==> src/rtl/tlul_flush_ctrl_pkg.sv <==
// rtl/tlul_flush_ctrl_pkg.sv - shared types for the TL-UL gate flush initiator
//
// Purpose: state encoding for tlul_gate_flush_ctrl.
//   The encoding is sparse. Every pair of legal codes differs in at least
//   3 bits, so a single upset cannot turn one legal state into another.
// Contents:
//   tlul_flush_ctrl_state_e  6-bit FSM state (StIdle, StReq, StHeld, StRelease)
//   StResetValue             state loaded on reset
//   flush_req_state()        1 for states that assert flush_req

package tlul_flush_ctrl_pkg;

  // Pairwise Hamming distances:
  //   Idle-Req 3, Idle-Held 3, Idle-Release 4,
  //   Req-Held 6, Req-Release 3, Held-Release 3.
  typedef enum logic [5:0] {
    StIdle    = 6'b000000,
    StReq     = 6'b000111,
    StHeld    = 6'b111000,
    StRelease = 6'b011011
  } tlul_flush_ctrl_state_e;

  localparam tlul_flush_ctrl_state_e StResetValue = StIdle;

  // The request stays asserted from the start of the request phase
  // through the end of the hold phase.
  function automatic logic flush_req_state(tlul_flush_ctrl_state_e s);
    return (s == StReq) || (s == StHeld);
  endfunction

endpackage

==> src/rtl/tlul_gate_flush_ctrl_if.sv <==
// rtl/tlul_gate_flush_ctrl_if.sv - flush_req / flush_ack handshake bundle
//
// Purpose: carries the two-wire handshake between the flush initiator and a
//   lifecycle/flush gate.
// Signals:
//   flush_req_o  initiator -> gate   request to quiesce
//   flush_ack_i  gate -> initiator   gate is quiesced
// Modports:
//   master  initiator side (drives flush_req_o)
//   slave   gate side (drives flush_ack_i)

interface tlul_gate_flush_ctrl_if;

  logic flush_req_o;
  logic flush_ack_i;

  modport master (
    output flush_req_o,
    input  flush_ack_i
  );

  modport slave (
    input  flush_req_o,
    output flush_ack_i
  );

endinterface

==> src/rtl/tlul_gate_flush_ctrl.sv <==
// rtl/tlul_gate_flush_ctrl.sv - initiator FSM for the TL-UL gate flush handshake
//
// Purpose: raises flush_req toward a flush gate and waits for the acknowledge.
//   It then holds the gate quiesced until release. After that it drops the
//   request and waits for the acknowledge to clear. It times out when the gate
//   never acknowledges, and it flags an acknowledge lost during the hold.
// Optional feature: define TLUL_FLUSH_CTRL_LATENCY_EN to record the req->ack
//   latency of the last successful flush on last_latency_o. Without the macro
//   the output is tied to zero and no register is built.
// Ports:
//   clk_i           clock
//   rst_i           async reset, active-high
//   flush_start_i   pulse: begin flush (only seen in StIdle)
//   release_i       pulse: end hold (only seen in StHeld)
//   timeout_i       ack timeout in cycles, 0 disables the timeout
//   gate            handshake to the gate (master modport)
//   busy_o          FSM not idle
//   held_o          gate quiesced
//   done_o          1-cycle pulse: flush finished through release
//   timeout_o       1-cycle pulse: gate did not ack in time
//   abort_o         1-cycle pulse: ack dropped during hold without release
//   err_o           level: illegal state encoding, sticky until reset
//   last_latency_o  req->ack cycles of the last flush

module tlul_gate_flush_ctrl
  import tlul_flush_ctrl_pkg::*;
#(
  parameter int unsigned TimeoutW = 16
) (
  input  logic                       clk_i,
  input  logic                       rst_i,
  input  logic                       flush_start_i,
  input  logic                       release_i,
  input  logic [TimeoutW-1:0]        timeout_i,
  tlul_gate_flush_ctrl_if.master     gate,
  output logic                       busy_o,
  output logic                       held_o,
  output logic                       done_o,
  output logic                       timeout_o,
  output logic                       abort_o,
  output logic                       err_o,
  output logic [TimeoutW-1:0]        last_latency_o
);

  localparam logic [TimeoutW-1:0] CntOne = TimeoutW'(1);

  tlul_flush_ctrl_state_e state_q, state_d;
  logic [TimeoutW-1:0]    cnt_q, cnt_d, cnt_inc;
  // Remembers whether StRelease was entered through release_i. Only that
  // path reports done_o on exit.
  logic                   via_rel_q, via_rel_d;
  logic                   done_q, done_d;
  logic                   tmo_q, tmo_d;
  logic                   abort_q, abort_d;
  logic                   illegal;

  // The counter stops at all-ones instead of wrapping back to zero.
  assign cnt_inc = (cnt_q == '1) ? cnt_q : cnt_q + CntOne;

  always_ff @(posedge clk_i or posedge rst_i) begin
    if (rst_i) begin
      state_q   <= StResetValue;
      cnt_q     <= '0;
      via_rel_q <= 1'b0;
      done_q    <= 1'b0;
      tmo_q     <= 1'b0;
      abort_q   <= 1'b0;
    end else begin
      state_q   <= state_d;
      cnt_q     <= cnt_d;
      via_rel_q <= via_rel_d;
      done_q    <= done_d;
      tmo_q     <= tmo_d;
      abort_q   <= abort_d;
    end
  end

  always_comb begin
    state_d   = state_q;
    cnt_d     = cnt_q;
    via_rel_d = via_rel_q;
    done_d    = 1'b0;
    tmo_d     = 1'b0;
    abort_d   = 1'b0;
    illegal   = 1'b0;
    unique case (state_q)
      StIdle: begin
        if (flush_start_i) begin
          state_d = StReq;
          cnt_d   = '0;
        end
      end
      StReq: begin
        cnt_d = cnt_inc;
        // When ack and timeout arrive together, the ack wins.
        if (gate.flush_ack_i) begin
          state_d = StHeld;
        end else if ((timeout_i != '0) && (cnt_q == timeout_i - CntOne)) begin
          state_d   = StRelease;
          tmo_d     = 1'b1;
          via_rel_d = 1'b0;
        end
      end
      StHeld: begin
        // A release that arrives with the ack drop counts as a normal release.
        if (release_i) begin
          state_d   = StRelease;
          via_rel_d = 1'b1;
        end else if (!gate.flush_ack_i) begin
          state_d   = StRelease;
          abort_d   = 1'b1;
          via_rel_d = 1'b0;
        end
      end
      StRelease: begin
        if (!gate.flush_ack_i) begin
          state_d   = StIdle;
          done_d    = via_rel_q;
          via_rel_d = 1'b0;
        end
      end
      default: begin
        // Stay in the corrupted code so that err_o stays set until reset.
        illegal = 1'b1;
      end
    endcase
  end

  assign gate.flush_req_o = flush_req_state(state_q);
  assign busy_o           = (state_q != StIdle);
  assign held_o           = (state_q == StHeld);
  assign done_o           = done_q;
  assign timeout_o        = tmo_q;
  assign abort_o          = abort_q;
  assign err_o            = illegal;

`ifdef TLUL_FLUSH_CTRL_LATENCY_EN
  logic                lat_load;
  logic [TimeoutW-1:0] lat_q;

  // Latency counts the request cycles including the cycle in which ack was
  // seen. It is updated only on the StReq->StHeld transition.
  assign lat_load = (state_q == StReq) && gate.flush_ack_i;

  always_ff @(posedge clk_i or posedge rst_i) begin
    if (rst_i) begin
      lat_q <= '0;
    end else if (lat_load) begin
      lat_q <= cnt_inc;
    end
  end

  assign last_latency_o = lat_q;
`else
  assign last_latency_o = '0;
`endif

endmodule

==> src/flat_wrapper.sv <==
// flat-port wrapper written by rule: the top's interface ports become plain ports
module tlul_gate_flush_ctrl_flat import tlul_flush_ctrl_pkg::*;
#(
  parameter int unsigned TimeoutW = 16
)
  (clk_i, rst_i, flush_start_i, release_i, timeout_i, busy_o, held_o, done_o, timeout_o, abort_o, err_o, last_latency_o, gate_flush_req_o, gate_flush_ack_i);
  tlul_gate_flush_ctrl_if gate_i ();
  input  logic clk_i;
  input  logic rst_i;
  input  logic flush_start_i;
  input  logic release_i;
  input  logic [TimeoutW-1:0] timeout_i;
  output logic busy_o;
  output logic held_o;
  output logic done_o;
  output logic timeout_o;
  output logic abort_o;
  output logic err_o;
  output logic [TimeoutW-1:0] last_latency_o;
  output wire logic [$bits(gate_i.flush_req_o)-1:0] gate_flush_req_o;
  input wire logic [$bits(gate_i.flush_ack_i)-1:0] gate_flush_ack_i;
  assign gate_flush_req_o = gate_i.flush_req_o;
  assign gate_i.flush_ack_i = gate_flush_ack_i;
  tlul_gate_flush_ctrl #(.TimeoutW(TimeoutW)) u_core (.clk_i(clk_i), .rst_i(rst_i), .flush_start_i(flush_start_i), .release_i(release_i), .timeout_i(timeout_i), .gate(gate_i), .busy_o(busy_o), .held_o(held_o), .done_o(done_o), .timeout_o(timeout_o), .abort_o(abort_o), .err_o(err_o), .last_latency_o(last_latency_o));
endmodule
==> config.mk <==
export PLATFORM = sky130hd
export DESIGN_NAME = tlul_gate_flush_ctrl_flat
export DESIGN_NICKNAME = d
export VERILOG_FILES = /design/src/rtl/tlul_flush_ctrl_pkg.sv /design/src/rtl/tlul_gate_flush_ctrl_if.sv /design/src/rtl/tlul_gate_flush_ctrl.sv /design/src/flat_wrapper.sv
export SDC_FILE = /design/constraint.sdc
export NUM_CORES = 1
export LEC_CHECK = 0
export CAP_MARGIN = 20
export CORE_UTILIZATION = 35
export DETAILED_ROUTE_END_ITERATION = 10
export GPL_ROUTABILITY_DRIVEN = 1
export PLACE_DENSITY = 0.62
export SKIP_CTS_REPAIR_TIMING = 1
export SLEW_MARGIN = 20
export SYNTH_ARGS = -nofsm -noshare
export SYNTH_HDL_FRONTEND = slang
export SYNTH_SLANG_ARGS = --single-unit
==> constraint.sdc <==
create_clock -name clk_i -period 2.7 [get_ports clk_i]
set_input_delay 0.27 -clock clk_i [delete_from_list [all_inputs] [get_ports clk_i]]
set_output_delay 0.27 -clock clk_i [all_outputs]
set_load 0.005 [all_outputs]
==> impl_metrics.tcl <==
set metrics [dict create \
    crit_type "input port to flop" \
    gp_congestion 0.8263 \
    ys.flop_type "dfrtp_1" \
    async_reset_ff_share_pct 100.0 \
    cts.sinks 24 \
    htree_levels 1 \
    grt_use_met3_pct 1.943 \
    netlist_instances 271 \
    worstPathCellList "clkdlybuf4s50_1 > inv_1 > ha_1 > or4b_2 > o311ai_0 > o41ai_1 > o32ai_2 > nor3_2 > and2_1" \
    diodes 0 \
    syn2layout_area_growth_pct 20.01 \
    cp_data_required_time_ns 2.85 \
    first_pass_iters 5 \
    row_count 28 \
    status "finished, final reports clean" \
    p_int_mw 0.9164 \
    slew_headroom_pct 62.70 \
    fmax_ghz 0.4231 \
    clkPwrFrac_pct 15.2 \
    ctsLongestPathBuffers 2 \
    io_buffers 27 \
    nets 328 \
    wl_per_cell_um 13.87 \
    period_share_pct 87.54 \
    core_sq_um 5886 \
    antenna_found_initial 0 \
    drc 0 \
    layoutNonFillerInstCount 378 \
    comb_power_share_pct 47.8 \
    avgSynthCellArea_sq_um 7.844 \
    start_util_pct 36.12 \
    synth_edf_count 0 \
    finalSetupTns_ns 0 \
    drv_cap 0 \
    synth_top_area_cell "dfrtp_1" \
    drt_iter0_drc 71 \
    period_minus_slack_ns 2.364 \
    grt_overflow 0 \
    p_leak_nw 1.013 \
    critical_path_buf_inv_count 2 \
    cp.depth 9 \
    final_antenna_net_count 0 \
    r2r.worst_path.cells 6 \
    drive_gt1_share_pct 9.901 \
    critical_path_arrival_ns 2.52 \
    worst_pin_slew_ns 0.5455 \
    clk_latency_ns 0.26 \
    cts-root-buf "clkbuf_8" \
    synth_cell_types 56 \
    placedCellCount 374 \
    use_met1_pct 24.04 \
    fp.dieH_um 79.94 \
    crit_fanout 4 \
    grt_max_degree 25 \
    ios 44 \
    grtUsageTotal_pct 17.43 \
    setup_violations 0 \
    cpPeakStageDelay_ns 0.60 \
    num_vias 2012 \
    start_kind "input port" \
    critPathSlowestCell "or4b_2" \
    switchingPower_mw 0.6644 \
    min_path_type "input port to async pin" \
    synth.area.top_cells "dfrtp_1 28%, buf_4 5.7%, xnor2_1 5.4%, o21ai_1 5.2%, nand2_1 4.6%" \
    crit_path_end_kind "flop" \
    p_seq_share_pct 37.1 \
    netSwitchingFraction_pct 42.03 \
    fin_worst_skew_ns 0.005071 \
    r2r_slack_ns 0.49 \
    grt_setup_unrepaired "false" \
    dp_hpwl_um 4002 \
    dieArea_sq_um 6390 \
    grt_most_used_layer "met2" \
    yosysWarnings 0 \
    ir_worst_vdd_mv 0.4026 \
    tritoncts "yes" \
    cts_buffers 3 \
    wirelength_um 5243 \
    via_per_inst 5.323 \
    crit_family "simple AND/OR/NAND/NOR gates" \
    seq_area_frac_synth_pct 28.25 \
    synth_top_area_share_pct 28.25 \
    die_x_um 79.94 \
    syn_area_sq_um 2126 \
    finalHoldViolations 0 \
    synth-seq-cells 24 \
    grt_pass1_vias 1881 \
    use_met2_pct 28.46 \
    power.density_nw_per_um2 619.6 \
    grt_pass1_wl_um 8790 \
    maxSlewViolCount 0 \
    clk_pin_slew_ns 0.08 \
]
==> per-layer routing <==
| layer | part of all wire [%] | wire [um] |
|---|---|---|
| met1 | 46 | 2431 |
| met2 | 47 | 2488 |
| met3 | 4.9 | 259 |
| met4 | 1.2 | 62 |
| met5 | 0 | 0 |
==> power groups by stage <==
stage	clock, mW	combinational (mW)	sequential [mW]
after floorplan	0	0.589	0.499
final	0.240	0.755	0.586
after detailed placement	0	0.761	0.590
after global routing	0.274	0.852	0.606
after CTS	0.253	0.763	0.583
after global placement	0	0.745	0.592
==> cells in the mapped netlist, drive strengths merged, types with 2 or more instances <==
cell type	count
nand2	26
nand4	2
nor2	24
o311ai	2
a22o	2
nor3b	2
dfrtp	24
a22oi	2
xnor2	13
and2	5
nand3	9
nor4	6
or4	4
buf	20
clkbuf	12
o211ai	4
or3	3
nand2b	2
and3	5
or4b	2
inv	7
o31ai	7
ha	3
nor2b	5
o21ai	29
a21boi	2
a21oi	8
a31oi	2
o2111ai	2
o41ai	5
xor2	7
nor3	11
==> sequential cells by signal, summed over array words and instances, names as in the netlist <==
| signal | cells |
|---|---|
| u_core.via_rel_q | 1 |
| u_core.done_o | 1 |
| u_core.timeout_o | 1 |
| u_core.abort_o | 1 |
| u_core.cnt_q | 16 |
| u_core.state_q | 4 |
==> placed cells by master (no fill, tap or decap), types with 2 or more instances in the layout <==
cell type,count
a21oi_1,7
a22o_1,2
a22oi_1,2
a31oi_1,2
and2_1,5
and3_1,5
buf_4,18
clkbuf_8,4
clkdlybuf4s50_1,27
conb_1,16
dfrtp_1,24
ha_1,3
inv_1,6
nand2_1,26
nand2b_1,2
nand3_1,8
nand4_1,2
nor2_1,24
nor2b_1,5
nor3_1,9
nor3_2,2
nor3b_1,2
nor4_1,6
o2111ai_1,2
o211ai_1,4
o21ai_0,7
o21ai_1,22
o31ai_1,7
o41ai_1,5
or3_1,3
or4_1,3
xnor2_1,13
xor2_1,7
==> worst reg2reg max path: stages, from the launching register on <==
cell	delay, ns
dfrtp_1	0.47
nand3_1	0.16
or4_1	0.64
nor3_1	0.32
and3_1	0.23
o21bai_1	0.07
a22o_1	0.22
==> path summary, 6_finish.rpt <==
path                             startpoint               end
max                            timeout_i[1]  u_core.timeout_o
min                                   rst_i   u_core.cnt_q[1]
max reg2reg                 u_core.cnt_q[2]  u_core.cnt_q[15]
min reg2reg                u_core.cnt_q[13]  u_core.cnt_q[13]
max in group asynchronous             rst_i   u_core.cnt_q[0]
min in group clk_i         u_core.cnt_q[13]  u_core.cnt_q[13]
==> cell families after synthesis <==
kind of cell    after synthesis  synth area share, %
xor+xnor                     21                9.300
compound gates               73                22.84
flops                        24                28.25
fa+ha+maj                     3                1.766
other cells                   1               0.1764
simple gates                109                27.25
buf+inv                      39                9.947
mux                           1               0.4709
==> cell type report <==
| cell class | instances | area (sq um) |
|---|---|---|
| clock buffer | 4 | 55.05 |
| fill | 611 | 3334 |
| multi-input combinational | 223 | 1370 |
| sequential | 24 | 600.6 |
| inverter | 7 | 26.28 |
| timing repair buffer | 45 | 405.4 |
| tap | 75 | 93.84 |
==> through the flow <==
| step | hold slack, ns | setup slack [ns] | area [sq um] | util (%) | power (mW) |
|---|---|---|---|---|---|
| after floorplan | 0.2846 | 0.5834 | 2182 | - | 1.088 |
| after global placement | 0.5345 | 0.1094 | 2496 | 42.41 | 1.336 |
| after detailed placement | 0.5313 | 0.04786 | 2496 | 42.41 | 1.351 |
| after CTS | 0.3545 | 0.3355 | 2551 | 43.35 | 1.599 |
| after global routing | 0.4029 | 0.2181 | 2551 | 43.35 | 1.732 |
| final | 0.3467 | 0.3365 | 2551 | 43.35 | 1.581 |
No activity file was read; power rests on OpenSTA's default activity.
